### src/rtl/denise_pkg.sv
// Shared definitions for the Denise colour-table scheduler: the colour
// register window, the dump FSM states and the RAM word to RGB packing.
package denise_pkg;

    // Byte address of COLOR00; COLOR00..COLOR31 occupy 0x180..0x1BE.
    localparam logic [8:0] COLORBASE = 9'h180;

    typedef enum logic [1:0] {
        IDLE  = 2'd0,
        ISSUE = 2'd1,
        DRAIN = 2'd2,
        DONE  = 2'd3
    } dump_state_t;

    // RAM word holds the high nibbles in [27:16] and the LOCT nibbles in [11:0];
    // interleave them into an 8-bit-per-gun RGB triple.
    function automatic logic [23:0] clut_pack(input logic [31:0] rd);
        logic [11:0] hi;
        logic [11:0] lo;
        hi = rd[27:16];
        lo = rd[11:0];
        return {hi[11:8], lo[11:8], hi[7:4], lo[7:4], hi[3:0], lo[3:0]};
    endfunction

endpackage

### src/rtl/denise_clut_dump_fifo.sv
// Two-entry {index, rgb} FIFO between RAM read capture and the output stream.
// Push and pop may happen in the same cycle even when full; flush empties it.
module denise_clut_dump_fifo (
    input  logic        clk,
    input  logic        reset_n,
    input  logic        flush,
    input  logic        push,
    input  logic [7:0]  push_index,
    input  logic [23:0] push_rgb,
    input  logic        pop,
    output logic        not_empty,
    output logic [7:0]  head_index,
    output logic [23:0] head_rgb,
    output logic [1:0]  free
);

    logic [31:0] mem [2];
    logic        wr_ptr;
    logic        rd_ptr;
    logic [1:0]  count;
    logic        do_push;
    logic        do_pop;

    assign do_pop  = pop && (count != 2'd0);
    assign do_push = push && ((count != 2'd2) || do_pop);

    // Storage, pointers and occupancy; flush wins over push/pop.
    always_ff @(posedge clk or negedge reset_n) begin
        if (!reset_n) begin
            mem[0] <= '0;
            mem[1] <= '0;
            wr_ptr <= 1'b0;
            rd_ptr <= 1'b0;
            count  <= 2'd0;
        end else if (flush) begin
            wr_ptr <= 1'b0;
            rd_ptr <= 1'b0;
            count  <= 2'd0;
        end else begin
            if (do_push) begin
                mem[wr_ptr] <= {push_index, push_rgb};
                wr_ptr      <= ~wr_ptr;
            end
            if (do_pop) begin
                rd_ptr <= ~rd_ptr;
            end
            count <= count + {1'b0, do_push} - {1'b0, do_pop};
        end
    end

    assign not_empty  = (count != 2'd0);
    assign head_index = mem[rd_ptr][31:24];
    assign head_rgb   = mem[rd_ptr][23:0];
    assign free       = 2'd2 - count;

endmodule

### src/rtl/denise_clut_scheduler.sv
// Arbitrates the Denise colour RAM between COLORxx register writes and a
// palette dump engine that reads entries back while the display is blanked.
//
// state | meaning
// IDLE  | no dump; waiting for dump_start
// ISSUE | issuing reads whenever blank, FIFO room and no RAW hazard allow
// DRAIN | all reads issued; waiting for FIFO and in-flight read to empty
// DONE  | one-cycle dump_done pulse, then back to IDLE
module denise_clut_scheduler
    import denise_pkg::*;
(
    input  logic        clk,
    input  logic        reset_n,
    input  logic        clk7_en,
    input  logic [8:1]  reg_address_in,
    input  logic [11:0] data_in,
    input  logic [2:0]  bank,
    input  logic        loct,
    input  logic        blank,
    input  logic        dump_start,
    input  logic        dump_abort,
    input  logic [7:0]  dump_base,
    input  logic [7:0]  dump_count,
    output logic        dump_busy,
    output logic        dump_done,
    output logic        out_valid,
    input  logic        out_ready,
    output logic [7:0]  out_index,
    output logic [23:0] out_rgb,
    output logic        ram_wr_en,
    output logic [7:0]  ram_wr_adr,
    output logic [3:0]  ram_wr_be,
    output logic [31:0] ram_wr_dat,
    output logic        ram_rd_own,
    output logic [7:0]  ram_rd_adr,
    input  logic [31:0] ram_rd_dat
);

    dump_state_t state_q;
    dump_state_t state_d;
    logic [7:0]  addr_q;
    logic [7:0]  addr_d;
    logic [8:0]  remaining_q;
    logic [8:0]  remaining_d;
    logic        inflight_q;
    logic [7:0]  inflight_idx_q;
    logic        wr_dec;
    logic [7:0]  wr_adr_d;
    logic        raw_hazard;
    logic        issue;
    logic        fifo_valid;
    logic        fifo_pop;
    logic [1:0]  fifo_free;
    logic [2:0]  eff_free;
    logic        room;
    logic        unused_rd_bits;

    // Upper nibble of each 16-bit half carries no colour.
    assign unused_rd_bits = ^{ram_rd_dat[31:28], ram_rd_dat[15:12]};

    assign wr_dec   = clk7_en && (reg_address_in[8:6] == COLORBASE[8:6]);
    assign wr_adr_d = {bank, reg_address_in[5:1]};

    // Register-write stage; never stalled, independent of the dump engine.
    always_ff @(posedge clk or negedge reset_n) begin
        if (!reset_n) begin
            ram_wr_en  <= 1'b0;
            ram_wr_adr <= 8'h00;
            ram_wr_be  <= 4'h0;
            ram_wr_dat <= 32'h0;
        end else begin
            ram_wr_en <= wr_dec;
            if (wr_dec) begin
                ram_wr_adr <= wr_adr_d;
                ram_wr_be  <= loct ? 4'b0011 : 4'b1111;
                ram_wr_dat <= {4'b0, data_in, 4'b0, data_in};
            end
        end
    end

    // A read must not overtake a write to the same entry that is decoded now
    // or still sitting in the write register.
    assign raw_hazard = (wr_dec && (wr_adr_d == addr_q)) ||
                        (ram_wr_en && (ram_wr_adr == addr_q));

    // A pop this cycle frees a slot in time for the read issued now, which
    // keeps one entry per clock flowing with only two FIFO slots.
    assign fifo_pop = fifo_valid && out_ready;
    assign eff_free = {1'b0, fifo_free} + {2'b00, fifo_pop};
    assign room     = eff_free > {2'b00, inflight_q};

    // Dump FSM state and read-pointer registers.
    always_ff @(posedge clk or negedge reset_n) begin
        if (!reset_n) begin
            state_q     <= IDLE;
            addr_q      <= 8'h00;
            remaining_q <= 9'd0;
        end else begin
            state_q     <= state_d;
            addr_q      <= addr_d;
            remaining_q <= remaining_d;
        end
    end

    // Next-state, read issue and pointer/count update; abort overrides all.
    always_comb begin
        state_d     = state_q;
        addr_d      = addr_q;
        remaining_d = remaining_q;
        issue       = 1'b0;
        case (state_q)
            IDLE: begin
                if (dump_start) begin
                    state_d     = ISSUE;
                    addr_d      = dump_base;
                    remaining_d = (dump_count == 8'd0) ? 9'd256 : {1'b0, dump_count};
                end
            end
            ISSUE: begin
                if (blank && room && !raw_hazard) begin
                    issue       = 1'b1;
                    addr_d      = addr_q + 8'd1;
                    remaining_d = remaining_q - 9'd1;
                    if (remaining_q == 9'd1) begin
                        state_d = DRAIN;
                    end
                end
            end
            DRAIN: begin
                if (!fifo_valid && !inflight_q) begin
                    state_d = DONE;
                end
            end
            DONE: begin
                state_d = IDLE;
            end
            default: begin
                state_d = IDLE;
            end
        endcase
        if (dump_abort) begin
            state_d = IDLE;
            issue   = 1'b0;
        end
    end

    // Track the read issued last cycle so its data can be tagged on capture.
    always_ff @(posedge clk or negedge reset_n) begin
        if (!reset_n) begin
            inflight_q     <= 1'b0;
            inflight_idx_q <= 8'h00;
        end else begin
            inflight_q <= issue && !dump_abort;
            if (issue) begin
                inflight_idx_q <= addr_q;
            end
        end
    end

    denise_clut_dump_fifo u_fifo (
        .clk        (clk),
        .reset_n    (reset_n),
        .flush      (dump_abort),
        .push       (inflight_q),
        .push_index (inflight_idx_q),
        .push_rgb   (clut_pack(ram_rd_dat)),
        .pop        (fifo_pop),
        .not_empty  (fifo_valid),
        .head_index (out_index),
        .head_rgb   (out_rgb),
        .free       (fifo_free)
    );

    assign out_valid  = fifo_valid;
    assign dump_busy  = (state_q == ISSUE) || (state_q == DRAIN);
    assign dump_done  = (state_q == DONE);
    assign ram_rd_own = issue;
    assign ram_rd_adr = addr_q;

endmodule

### config.mk
export PLATFORM = sky130hd
export DESIGN_NAME = denise_clut_scheduler
export DESIGN_NICKNAME = d
export VERILOG_FILES = /design/src/rtl/denise_pkg.sv /design/src/rtl/denise_clut_dump_fifo.sv /design/src/rtl/denise_clut_scheduler.sv
export SDC_FILE = /design/constraint.sdc
export NUM_CORES = 1
export LEC_CHECK = 0
export CAP_MARGIN = 20
export CORE_ASPECT_RATIO = 0.8
export CORE_MARGIN = 5
export CORE_UTILIZATION = 30
export CTS_BUF_LIST = sky130_fd_sc_hd__clkbuf_8
export CTS_CLUSTER_DIAMETER = 200
export DETAILED_ROUTE_END_ITERATION = 16
export REMOVE_ABC_BUFFERS = 1
export SLEW_MARGIN = 25
export SYNTH_ARGS = -nofsm -noshare
export SYNTH_HDL_FRONTEND = slang
export SYNTH_SLANG_ARGS = --single-unit
### constraint.sdc
create_clock -name clk -period 4.4 [get_ports clk]
set_clock_uncertainty 0.05 [all_clocks]
set_input_delay 0.88 -clock clk [delete_from_list [all_inputs] [get_ports clk]]
set_output_delay 0.88 -clock clk [all_outputs]
set_load 0.005 [all_outputs]
== Yosys cells after proc, flatten, opt, wreduce, memory -nomap -nowiden ==
Cells that the tools add are included.
Word-level totals
  flip-flop bits (word level): 133
  bits of input ports: 79
  output and inout bits: 89
  word-level logic and storage cells: 98
Operators by class
  add/sub/neg operators: 6
  $lt $le $gt $ge: 4
  equality and inequality tests: 14
  multiplexer cells: 28
  bitwise operators: 5
  reduce and logical (&&, ||, !) cells: 27
Operators with widths (number)
  $mux 32: 4
  $bwmux 64: 1
  $demux 32 s1: 1
  $mux 9: 3
  $pmux 9 s2: 1
  $eq 8x8->1: 2
  $mux 8: 2
  $pmux 8 s2: 1
  $mux 2: 6
  $ne 3x3->1 const B: 4
  $logic_and 1x1->1: 11
  $eq 9x1->1 const B: 1
  $sub 9x1->9 const B: 1
  $add 8x1->8 const B: 1
  $logic_not 8->1: 1
  $pmux 2 s4: 1
  $reduce_bool 2->1: 4
  $mux 1: 7
  $ne 2x2->1 const B: 3
  $eq 2x2->1 const B: 2
  $ge 2x2->1 const B: 2
  $logic_not 1->1: 4
  $mux 4: 1
  $not 1->2: 2
  14 further kinds: 18

== Depth between registers and ports, before layout ==
Gate-level depths: netlist of the first run.
  depth after elaboration: 10
  depth in mapped cells: 13
  gate-level depth less buffers: 12

== Modules after synthesis ==
From an unflattened synthesis of the first run, not the netlist that was laid out.
Unflattened totals
  cell total of the unflattened synthesis: 551
  area, all modules: 6253.5 um2
Modules (own cells, without submodules)
  denise_clut_dump_fifo: instances 1, cells each 200, area an instance 3158.0 um2
  denise_clut_scheduler: instances 1, cells each 351, area an instance 3095.5 um2

== Worst setup path before layout of the first run ==
No wires, ideal clock.
  kind: input -> output
  start point: input out_ready
  end point: output ram_rd_own
  arrival: 2.721 ns
  data required time: 3.470 ns
  slack: 0.749 ns
  stages: 10
  buffers on the path: 1
  path through: nor2b_1 ha_1 ha_1 inv_1 o311a_1 o31a_1 and2_4 buf_6 nand3b_4 inv_1
Between the ends
  word-level cells in the longest chain between the ends: 8
RTL lines
  start: declaration: RTL line denise_clut_scheduler.sv:27  | input logic out_ready,
  $logic_and 1x1->1: RTL line denise_clut_scheduler.sv:88  | assign fifo_pop = fifo_valid && out_ready;
  $add 2x1->3: RTL line denise_clut_scheduler.sv:89  | assign eff_free = {1'b0, fifo_free} + {2'b00, fifo_pop};
  $gt 3x1->1: RTL line denise_clut_scheduler.sv:90  | assign room = eff_free > {2'b00, inflight_q};
  $logic_and 1x1->1 (2 in a row): RTL line denise_clut_scheduler.sv:120  | if (blank && room && !raw_hazard) begin
  $mux 1: RTL line denise_clut_scheduler.sv:120
  $mux 1: RTL line denise_clut_scheduler.sv:111  | case (state_q)
  $mux 1: RTL line denise_clut_scheduler.sv:141  | if (dump_abort) begin
  end: declaration: RTL line denise_clut_scheduler.sv:34  | output logic ram_rd_own,
No other way between the ends.

== Worst setup path in the final report of the first run ==
Ends and elaborated chain as after synthesis.

==> flow_summary.toml, run 1 <==
[grt]
grt.total_usage = 0.139
grt_overflow = 0
antenna_found_initial = 0
grt_pass1_wl_microns = 25400
grt_pass1_vias = 4777
grt_max_degree = 58

[synthesis]
syn_inst = 528
yosysSeqAreaShare = 0.492
yosysWarnings = 0
synth-xor-area-share = 0.0304
synth_mux_area_frac = 0.202
synth_adder_area_share = 0.0331
ys.flop_type = "dfrtp_1"
synth-simple-area-share = 0.115
synth.distinct_cells = 57
synth_compound_area_frac = 0.0608
ys_seq_elements = 119
synth-edff-count = 0
syn_area_per_cell_sq_um = 11.5
synth_top_family_by_area = "multiplexers"
synth_area_sq_mm = 0.00605
async_flop_share = 1.00

[timing]
rsz0062_at_grt = "no"
hold_viol = 0
setup_tns_ns = 0
setup_viol = 0
fin_ws_ns = 0.147
period_share = 0.967
max_freq_mhz = 235
relSlewSlack = 0.486
period_needed_ns = 4.25
slew_viol_final = 0
worst_slew_pin_slew_ns = 0.771
hold_slack_ns = 0.453

[detailed_routing]
ant_nets = 0
wl_per_cell_microns = 16.6
drt_iter0_drc = 201
routed_wl_microns = 15700
drc_errors = 0
viasPerCell = 4.74
vias = 4462
drtPass1Iterations = 5

[clock_network]
clock_sinks = 119
clock_latency_ns = 0.42
cts_hold_buf = 0
cts-resized-gates = 0
clockBufferDepth = 2
cts_tree = "built"
post_cts_buffers = 0
h-tree-depth = 4
cts.clk_slew.worst_paths_ns = 0.07
root_buffer = "clkbuf_8"
cts_made_buffers = 17

[pwr]
ir_worst_vdd_mv = 0.247
power_leakage_nw = 3.64
powerDensity_mw_per_mm2 = 612
power_mw = 4.95

[floorplanning]
initial_utilization = 0.305
fp.dieH_microns = 137
dieArea_sq_mm = 0.0231
ios = 168
core.rowCount = 46
coreArea_sq_mm = 0.0198
chipWidth_microns = 169

[cells_and_area]
drive_above_1_share = 0.235
area_growth_pct = 33.9
nNetsFinal = 760
antenna_cells = 0

[worst_setup_path]
cp.required_ns = 3.47
crit_fanout = 4
critPathArrivalTime_ns = 3.32
start_kind = "input port"
critPathKind = "input port to primary output"
worstSetupEndpointType = "primary output"

[placed_design]
numPortBuffers = 151
dp_hpwl_microns = 11100
routabilityCongestion = 0.804
dp_slack_ns = 0.104

[job]
cap_violations = 0

[run_status]
outcome = "complete, no violations"

[hold_path]
hp-class = "register to register"
==> power breakdown <==
part	switching (mW)	internal [mW]	leakage [nW]
registers	0.348	1.45	1.52
clock network	0.434	0.595	0.220
logic	0.860	1.26	1.89
total	1.64	3.31	3.64
==> cells in the mapped netlist (9+ instances only) <==
master	count	share of area
buf_2	11	0.0091
xnor2_1	19	0.028
nand3_1	10	0.0083
buf_4	24	0.030
nand2_1	75	0.047
clkbuf_1	12	0.0074
ha_1	16	0.033
nor2_1	19	0.012
mux2_2	96	0.18
dfrtp_1	119	0.49
a21oi_1	9	0.0074
inv_1	18	0.011
==> final timing paths <==
check / cells past startpoint / startpoint / end / slack [ns]
worst min-delay path: 1 / ram_wr_be[1]$_DFFE_PN0P_ / ram_wr_be[1]$_DFFE_PN0P_ / 0.45
worst max-delay path: 13 / out_ready / ram_rd_own / 0.15
min in group asynchronous: 1 / reset_n / ram_wr_dat[16]$_DFFE_PN0P_ / 0.48
worst max register to register: 11 / u_fifo.count[0]$_DFF_PN0_ / remaining_q[1]$_DFFE_PN0P_ / 1.34
max in group asynchronous: 2 / reset_n / inflight_idx_q[6]$_DFFE_PN0P_ / 2.86
worst min register to register: 1 / ram_wr_be[1]$_DFFE_PN0P_ / ram_wr_be[1]$_DFFE_PN0P_ / 0.45
==> worst max-delay path: stages <==
cell             delay [ns]
clkdlybuf4s50_1        0.44
nor2b_2                0.15
buf_4                  0.15
ha_1                   0.17
inv_1                  0.05
ha_1                   0.16
nand2_1                0.06
o311a_1                0.22
o31a_1                 0.18
and2_4                 0.16
nand3b_4               0.08
inv_1                  0.11
clkdlybuf4s50_1        0.51
==> cells by family after synthesis <==
group	count (synthesis)
mux	106
buf+inv	70
fa+ha+maj	16
xor+xnor	21
compound gates	50
other cells	1
simple gates	145
flops	119
==> cell usage in the layout (no fill, tap or decap), types with 2 or more instances in the layout <==
cell,instances
clkdlybuf4s50_1,150
dfrtp_1,119
mux2_2,96
nand2_1,75
inv_1,22
clkbuf_8,20
xnor2_1,19
nor2_1,19
ha_1,16
buf_4,13
nand3_1,10
a21oi_1,9
mux2_4,8
conb_1,8
nand4_1,7
nor4_1,7
o21ai_0,6
nand2b_1,4
a21o_1,4
o22ai_1,4
a211oi_1,4
nor3_1,4
a31oi_1,3
o22a_1,3
a311oi_1,3
a22oi_1,3
bufinv_16,3
clkinv_2,3
nor2b_1,2
xor2_1,2
mux2i_1,2
clkinvlp_4,2
==> final cells by class <==
cell class / instances / area, sq um
Tap cell: 264 / 330
Multi-Input combinational cell: 346 / 2710
Clock buffer: 20 / 275
Inverter: 18 / 67.6
Fill cell: 1919 / 11700
Timing Repair Buffer: 163 / 1600
Sequential cell: 119 / 2980
Clock inverter: 12 / 135
==> registers in the layout (all words and copies together), names as in the netlist <==
name,cells
inflight_idx_q,8
inflight_q,1
ram_rd_adr,8
ram_wr_adr,8
ram_wr_be,2
ram_wr_dat,12
ram_wr_en,1
remaining_q,9
state_q,2
u_fifo.count,2
u_fifo.mem,64
u_fifo.rd_ptr,1
u_fifo.wr_ptr,1
==> metal layers <==
metal  vias to the layer above  track usage  share of wire
met5                         -            0              0
met4                         0       0.0505          0.020
met3                        20       0.0393          0.060
met2                       137        0.222           0.47
met1                      2227        0.180           0.45
li1                       2078            -              -
==> per-stage QoR <==
| step | cell area (sq um) | utilization | cells |
|---|---|---|---|
| 6_report | 8100 | 0.409 | 942 |
| 5_1_grt | 8100 | 0.409 | 942 |
| 4_1_cts | 8100 | 0.409 | 942 |
| 3_5_place_dp | 7680 | 0.388 | 910 |
| 3_3_place_gp | 7680 | 0.388 | 910 |
| 2_1_floorplan | 5740 | - | 483 |
No activity file was read; power rests on OpenSTA's default activity.
==> run 2, diff against run 1 <==
Settings changed: SYNTH_HIERARCHICAL set to 1.
==> run 2 against run 1 <==
Die area grew 3.2%. Wire length grew 0.50%. Register-to-register slack lost 0.08 ns. Global-route usage shrank 0.18 points. Sequential share of layout area shrank 0.78 points. Utilization shrank 0.71 points. Combinational power shrank 10%. Critical endpoint unchanged. Highest routed layer unchanged.
==> flow_summary.toml, run 2 <==
[pwr]
power_mw = 4.72
p_sw_mw = 1.56
ir_worst_vdd_mv = 0.228
power_leakage_nw = 3.67
p_comb_frac = 0.403
clkPwrFrac = 0.222
power_frac_seq = 0.375
powerDensity_mw_per_mm2 = 570
p_int_mw = 3.16
p_sw_frac = 0.330

[clock_network]
post_cts_buffers = 0
cts_hold_buf = 0
clock_latency_ns = 0.42
clockBufferDepth = 2
cts_made_buffers = 17
root_buffer = "clkbuf_8"
cts-resized-gates = 0
clock_sinks = 119
cts.clk_slew.worst_paths_ns = 0.07
cts_tree = "built"
h-tree-depth = 4

[synthesis]
synth.area.top_cells = "dfrtp_1, mux2_2, nand2_1"
syn_inst = 551
synth.top_cell.area_share = 0.476
synth-edff-count = 0
synth.most_common_cell = "dfrtp_1"
yosysSeqAreaShare = 0.476
yosys.area.top_type = "dfrtp_1"
synthTopCellsByCount = "dfrtp_1, mux2_2, nand2_1"
yosysWarnings = 6
syn_area_per_cell_sq_um = 11.3
async_flop_share = 1.00
synth_area_sq_mm = 0.00625
ys_seq_elements = 119
ys.flop_type = "dfrtp_1"
synth.distinct_cells = 57

[cells_and_area]
fin_util = 0.402
antenna_cells = 0
nNetsFinal = 783
final_cells = 970
postLayoutCellArea_sq_mm = 0.00827
drive_above_1_share = 0.233
area_growth_pct = 32.3
largest_registers = "u_fifo/mem: 64 flops, ram_wr_dat: 12 flops, remaining_q: 9 flops"
regMostFlops = "u_fifo/mem"
largest_reg_flops = 64
nFillCells = 2020
final_cell_mix = "clkdlybuf4s50_1, dfrtp_1, nand2_1, mux2_2, inv_1"
layout_commonest_cell = "clkdlybuf4s50_1"

[detailed_routing]
drc_errors = 0
routed_wl_microns = 15700
wl_per_cell_microns = 16.2
vias = 4421
drtPass1Iterations = 4
drt_iter0_drc = 163
ant_nets = 0
viasPerCell = 4.56

[timing]
period_needed_ns = 3.88
hold_viol = 0
slew_viol_final = 0
max_freq_mhz = 258
period_share = 0.882
rsz0062_at_grt = "no"
worst_slew_pin_slew_ns = 0.965
setup_tns_ns = 0
hold_slack_ns = 0.435
fin_ws_ns = 0.519
relSlewSlack = 0.357
setup_viol = 0

[placed_design]
dp_cells = 939
dp_slack_ns = 0.116
numPortBuffers = 151
dp_hpwl_microns = 11000
place_area_sq_mm = 0.00786
routabilityCongestion = 0.781

[worst_setup_path]
start_kind = "input port"
critPathKind = "input port to primary output"
cp_cell_sequence = "clkdlybuf4s50_1 -> and2_1 -> ha_1 -> inv_1 -> ha_1 -> a221oi_1 -> buf_4 -> o211ai_2 -> nor3_2 -> dlymetal6s2s_1"
cpMostUsedCell = "ha_1"
slowest_delay_ns = 0.45
critPathArrivalTime_ns = 2.95
rrSetupSlack_ns = 1.26
worstSetupEndpointType = "primary output"
crit_fanout = 2
cp.required_ns = 3.47
slowest_stage = "clkdlybuf4s50_1"

[floorplanning]
core.rowCount = 47
initial_utilization = 0.304
dieArea_sq_mm = 0.0239
chipWidth_microns = 171
ios = 168
fp.dieH_microns = 139
coreArea_sq_mm = 0.0206

[grt]
grt_pass1_vias = 4720
grt_pass1_wl_microns = 26000
grt_overflow = 0
antenna_found_initial = 0
grt.total_usage = 0.137
grt_max_degree = 56

[hold_path]
hp-class = "register to register"

[run_status]
outcome = "complete, no violations"

[job]
cap_violations = 0
run 2: changes by cell type in the layout (fill, tap and decap cells not counted), sizes merged, moves of 3 or more:
cell and delta:
inv +3, a41oi +3, xnor2 -4, nand2 +8, o21ai +4, nand2b +3, a22oi -3, nor3 +3
o221a +3, a21oi +3
run 2: cell families (layout without fill, tap and decap cells):
kind of cell    count (synthesis)  count (layout)  synth area share
flops                         119             119             0.476
other cells                     1               8          0.000600
mux                           106             106             0.202
fa+ha+maj                      15              15            0.0300
xor+xnor                       19              19            0.0266
compound gates                 61              61            0.0752
buf+inv                        78             221            0.0748
simple gates                  152             152             0.115
run 2: power by group through the flow:
stage,combinational [mW],clock (mW),sequential [mW]
floorplan,1.08,0,1.69
global placement,1.91,0,1.79
detailed placement,1.93,0,1.79
CTS,1.94,1.09,1.78
global route,2.10,1.14,1.83
finish,1.90,1.05,1.77
run 2: area by class of cell:
type,count,area (sq um),area share
Multi-Input combinational cell,361,2830,0.343
Clock buffer,19,262,0.0316
Inverter,25,93.8,0.0113
Timing Repair Buffer,165,1620,0.195
Sequential cell,119,2980,0.360
Clock inverter,12,153,0.0185
Tap cell,269,337,0.0407
run 2: critical path, delay by kind of cell:
kind	cells	cell delay, ns
AO/OA/AOI/OAI	2	0.36
adder cells (fa/ha/maj)	2	0.46
buffers and inverters	4	0.88
AND/OR/NAND/NOR	2	0.36
run 2: path summary, 6_finish.rpt:
kind,start,end,cells past startpoint
max in group asynchronous,reset_n,u_fifo/mem[24]$_DFFE_PN0P_,2
worst min register to register,u_fifo/mem[6]$_DFFE_PN0P_,u_fifo/mem[6]$_DFFE_PN0P_,1
worst min-delay path,u_fifo/mem[6]$_DFFE_PN0P_,u_fifo/mem[6]$_DFFE_PN0P_,1
min in group asynchronous,reset_n,u_fifo/mem[32]$_DFFE_PN0P_,1
worst max-delay path,out_ready,ram_rd_own,10
worst max register to register,u_fifo/count[0]$_DFF_PN0_,ram_rd_adr[3]$_DFFE_PN0P_,13
run 2: per-layer routing:
metal | wire (microns) | GRT usage | share of wire
met1 | 7510 | 0.190 | 0.48
met2 | 7180 | 0.208 | 0.46
met3 | 844 | 0.0427 | 0.054
met4 | 197 | 0.0342 | 0.013
met5 | 0 | 0 | 0
